`src/rtl/stim_sweep_gen.sv`:
```
`default_nettype none
// ============================================================================
//  Module      : stim_sweep_gen
//  Description : Exhaustive stimulus sweep generator with a 16-bit MISR
//                response compactor for small combinational DUTs. Drives
//                every 2^WIDTH input vector, holds each for HOLD cycles and
//                folds the DUT response into the signature on the last hold
//                cycle of every vector.
//  Option      : define STIM_SWEEP_GRAY_EN to add the gray_mode input
//                (latched at start) selecting Gray-code vector order.
//  Revision    : 1.0 - initial release
// ============================================================================
module stim_sweep_gen #(
  parameter int WIDTH  = 3,
  parameter int HOLD   = 25,
  parameter int RESP_W = 1
) (
  input  logic              clk,
  input  logic              rst_n,
  input  logic              start,
  input  logic              stop,
`ifdef STIM_SWEEP_GRAY_EN
  input  logic              gray_mode,
`endif
  input  logic [RESP_W-1:0] resp,
  output logic [WIDTH-1:0]  stim,
  output logic              stim_valid,
  output logic              busy,
  output logic              done,
  output logic [15:0]       sig,
  output logic [WIDTH:0]    vec_count
);

  localparam int                 DWELL_W    = (HOLD > 1) ? $clog2(HOLD) : 1;
  localparam logic [DWELL_W-1:0] DWELL_LAST = DWELL_W'(HOLD - 1);
  localparam logic [WIDTH-1:0]   IDX_LAST   = '1;
  localparam logic [15:0]        MISR_POLY  = 16'h1021;
  localparam logic [15:0]        MISR_SEED  = 16'hFFFF;

  typedef enum logic [1:0] {
    S_IDLE   = 2'd0,
    S_RUN    = 2'd1,
    S_FINISH = 2'd2
  } state_t;

  state_t             state_q, state_d;
  logic [WIDTH-1:0]   idx_q, idx_d;
  logic [DWELL_W-1:0] dwell_q, dwell_d;
  logic [WIDTH-1:0]   stim_q, stim_d;
  logic [15:0]        sig_q, sig_d;
  logic [WIDTH:0]     vec_count_q, vec_count_d;
  logic [15:0]        resp_ext;
  logic [15:0]        misr_next;
  logic [WIDTH-1:0]   idx_inc;
  logic               gray_sel;
  logic               gray_start;

  // Vector index to presented stimulus: binary, or reflected Gray code.
  function automatic logic [WIDTH-1:0] vec_order(input logic [WIDTH-1:0] i,
                                                 input logic             g);
    return g ? (i ^ (i >> 1)) : i;
  endfunction

`ifdef STIM_SWEEP_GRAY_EN
  logic gray_q, gray_d;

  // Gray-order selection is captured when a sweep launches.
  always_ff @(posedge clk or negedge rst_n) begin
    if (!rst_n) gray_q <= 1'b0;
    else        gray_q <= gray_d;
  end

  assign gray_start = gray_mode;
  assign gray_sel   = gray_q;
  assign gray_d     = (state_q == S_IDLE && start) ? gray_mode : gray_q;
`else
  assign gray_start = 1'b0;
  assign gray_sel   = 1'b0;
`endif

  // Zero-extend the response and compute the next MISR state.
  always_comb begin
    resp_ext               = '0;
    resp_ext[RESP_W-1:0]   = resp;
    misr_next              = {sig_q[14:0], 1'b0} ^ (sig_q[15] ? MISR_POLY : 16'h0000) ^ resp_ext;
    idx_inc                = idx_q + WIDTH'(1);
  end

  // Next-state and datapath update for the sweep controller.
  always_comb begin
    state_d     = state_q;
    idx_d       = idx_q;
    dwell_d     = dwell_q;
    stim_d      = stim_q;
    sig_d       = sig_q;
    vec_count_d = vec_count_q;
    case (state_q)
      S_IDLE: begin
        if (start) begin
          state_d     = S_RUN;
          idx_d       = '0;
          dwell_d     = '0;
          stim_d      = vec_order('0, gray_start);
          sig_d       = MISR_SEED;
          vec_count_d = '0;
        end
      end
      S_RUN: begin
        // An abort wins over a coincident sample, which is then dropped.
        if (stop) begin
          state_d = S_IDLE;
        end else if (dwell_q == DWELL_LAST) begin
          sig_d       = misr_next;
          vec_count_d = vec_count_q + (WIDTH+1)'(1);
          dwell_d     = '0;
          if (idx_q == IDX_LAST) begin
            // Leave the last vector on stim rather than wrapping the index.
            state_d = S_FINISH;
          end else begin
            idx_d  = idx_inc;
            stim_d = vec_order(idx_inc, gray_sel);
          end
        end else begin
          dwell_d = dwell_q + DWELL_W'(1);
        end
      end
      S_FINISH: begin
        state_d = S_IDLE;
      end
      default: begin
        state_d = S_IDLE;
      end
    endcase
  end

  // State and datapath registers.
  always_ff @(posedge clk or negedge rst_n) begin
    if (!rst_n) begin
      state_q     <= S_IDLE;
      idx_q       <= '0;
      dwell_q     <= '0;
      stim_q      <= '0;
      sig_q       <= MISR_SEED;
      vec_count_q <= '0;
    end else begin
      state_q     <= state_d;
      idx_q       <= idx_d;
      dwell_q     <= dwell_d;
      stim_q      <= stim_d;
      sig_q       <= sig_d;
      vec_count_q <= vec_count_d;
    end
  end

  assign stim       = stim_q;
  assign stim_valid = (state_q == S_RUN);
  assign busy       = (state_q == S_RUN);
  assign done       = (state_q == S_FINISH);
  assign sig        = sig_q;
  assign vec_count  = vec_count_q;

endmodule
`default_nettype wire

```
`config.mk`:
```
export PLATFORM = sky130hd
export DESIGN_NAME = stim_sweep_gen
export DESIGN_NICKNAME = d
export VERILOG_FILES = /design/src/rtl/stim_sweep_gen.sv
export SDC_FILE = /design/constraint.sdc
export NUM_CORES = 1
export LEC_CHECK = 0
export CAP_MARGIN = 0
export CORE_AREA = 2 2 51 53
export CTS_CLUSTER_DIAMETER = 60
export CTS_CLUSTER_SIZE = 8
export DETAILED_ROUTE_END_ITERATION = 16
export DIE_AREA = 0 0 53 55
export DONT_BUFFER_PORTS = 1
export PLACE_DENSITY = 0.85
export RECOVER_POWER = 25
export SYNTH_ARGS = -nofsm -noshare
export SYNTH_HDL_FRONTEND = slang
export SYNTH_SLANG_ARGS = --single-unit
```
`constraint.sdc`:
```
create_clock -name clk -period 1.85 [get_ports clk]
set_input_delay 0.37 -clock clk [delete_from_list [all_inputs] [get_ports clk]]
set_output_delay 0.37 -clock clk [all_outputs]
set_load 0.005 [all_outputs]
```
==> impl_metrics.ini <==
[setup_path]
ff2ff_setup_slack_ns = 0.13
reg2reg_from = dwell_q[0]
timing.rr.end = vec_count[3]
end_kind = flop
crit_end = vec_count[3]
critical_path_class = reg -> reg
worstPathMaxFanout = 19
arrival_ns = 1.93
cp-startpoint = dwell_q[0]
r2r_cells = 7
required_ns = 2.07
crit_path_start_kind = flop

[logic_synthesis]
syn_nets = 126
synth.most_common_cell = dfstp_2
synth_edf_count = 0
synth-async-reset-ratio = 1.00
ys_ff_latch = 30
syn_inst = 116
netlist_area_um2 = 1380
yosysUniqueCellTypes = 35
synth_top_area_cell = dfstp_2
synth-main-ff-cell = dfstp_2
avgSynthCellArea_um2 = 11.9
synth_top_area_share = 0.305
yosysSeqAreaShare = 0.559
synthTopCellsByCount = 16 x dfstp_2, 14 x dfrtp_1, 13 x o22a_1, 9 x nor2_1
ys_warn_count = 0
synth_top_cells_by_area = dfstp_2 31%, dfrtp_1 25%, o22a_1 8.3%, ha_1 4.5%, nor2_1 2.5%

[route]
drtIter0Drc = 15
routedWlPerCell_um = 16.0
via_per_inst = 5.99
drcViolationCount = 0
wl_um = 2480
drtPass1Iterations = 4
vias = 929
ant_nets = 0

[place]
dp.cells = 145
place_ws_ns = 0.0589
dp_hpwl_um = 1790
place.gp.congestion = 0.904
place_area_um2 = 1410
io_buffers = 0

[grt]
antenna_found_initial = 0
grt_usage = 0.212
grt_max_degree = 31
grt_pass1_vias = 951
grt_overflow = 0
grt_pass1_wl_um = 4250

[finish]
finalNetCount = 134
design_area_um2 = 1500
area_growth_pct = 9.17
antenna_cells = 0
drive_above_1_share = 0.256
fin_cells = 155

[timing]
fin_crit_ns = 1.72
hold_violations = 0
fin_ws_ns = 0.133
tns_ns = 0
max_slew_margin = 0.535
tightest_slew_ns = 0.698
setup_viol = 0
fin_skew_ns = 0.00885
rsz0062_at_grt = false
drv_slew = 0
fmaxAchievable_ghz = 0.582
fin_crit_sh = 0.928

[clocking]
numCtsBuffers = 5
clkTransAtPathRegs_ns = 0.09
cts.sinks = 30
clk_path_buf_depth = 2
cts_tree = done
clk-insertion-delay-late_ns = 0.32
h-tree-depth = 2
root_buffer = clkbuf_4

[status]
status = finished clean

[pwr]
total_leakage_power_nw = 0.636
p_per_area_nw_per_um2 = 1010
irDropWorstVdd_uv = 817

[min_path]
min-delay-path-class = in -> reg
holdCritStartpoint = resp

[floorplan]
std_cell_rows = 18
dieArea_um2 = 2920
chipWidth_um = 53
ios = 31
start_util = 0.583
die_h_um = 55
fp.coreArea_um2 = 2360

[job]
maxCapViolCount = 0
## area by class of cell
| class | instances | area [um^2] |
|---|---|---|
| clock buffer | 7 | 45.0 |
| clock inverter | 1 | 30.0 |
| fill | 192 | 861 |
| inverter | 7 | 26.3 |
| multi-input combinational | 74 | 549 |
| sequential | 30 | 771 |
| tap | 30 | 37.5 |
| timing repair buffer | 6 | 45.0 |
## logic make-up (layout without fill, tap and decap cells)
group           count (synthesis)  after routing  synth area share
flops                          30             30             0.559
compound gates                 31             31             0.174
xor+xnor                        3              3            0.0191
fa+ha+maj                       5              5            0.0454
simple gates                   32             32             0.134
mux                             3              3            0.0227
buf+inv                        12             21            0.0454
## timing repair
action	CTS	global route
buffers inserted	0	0
hold endpoints to repair	30	0
resized for setup	0	1
endpoints found under the setup margin	0	14
hold buffers	2	0
## state kept, by name (all words and copies together) (netlist names)
name and cells:
sig 16, dwell_q 5, vec_count 4, stim 3, state_q 2
## through the flow
step / hold WS, ns / utilization / total power, mW
2_1_floorplan: 0.0744 / - / 0.961
3_3_place_gp: 0.0752 / 0.596 / 1.00
3_5_place_dp: 0.0753 / 0.596 / 1.02
4_1_cts: 0.225 / 0.640 / 1.54
5_1_grt: 0.215 / 0.636 / 1.60
6_report: 0.234 / 0.636 / 1.51
## how the worst min path moves through the flow
stage | end | cells past startpoint
6_report | sig[0] | 2
5_1_grt | sig[0] | 2
4_1_cts | sig[0] | 2
3_5_place_dp | vec_count[3] | 0
3_3_place_gp | vec_count[3] | 0
2_1_floorplan | dwell_q[0] | 0
## cells in the final DEF (no fill, tap or decap), types with 3 or more instances in the layout
cell type,count
a31oi_1,4
buf_4,4
clkbuf_4,5
dfrtp_1,14
dfstp_2,16
ha_1,5
inv_1,7
nand2_1,7
nand2b_1,5
nor2_1,9
o21ai_1,3
o22a_1,13
xnor2_1,3
## power breakdown
group	switching, mW	internal, mW
Sequential	0.0709	0.730
Clock	0.212	0.287
Combinational	0.125	0.0893
## layer usage
| layer | share of wire | up-vias | global-route usage |
|---|---|---|---|
| li1 | - | 438 | - |
| met1 | 0.42 | 459 | 0.249 |
| met2 | 0.50 | 30 | 0.338 |
| met3 | 0.075 | 2 | 0.0995 |
| met4 | 0.0048 | 0 | 0.0897 |
| met5 | 0 | - | 0 |
## critical path, stage by stage, from the launching register on
cell	delay, ns
dfrtp_1	0.43
inv_1	0.07
ha_1	0.19
nand4b_4	0.16
a221oi_2	0.24
buf_4	0.26
nand4_1	0.14
mux2i_1	0.14
Note: power is estimated with default switching activity, not from simulation.
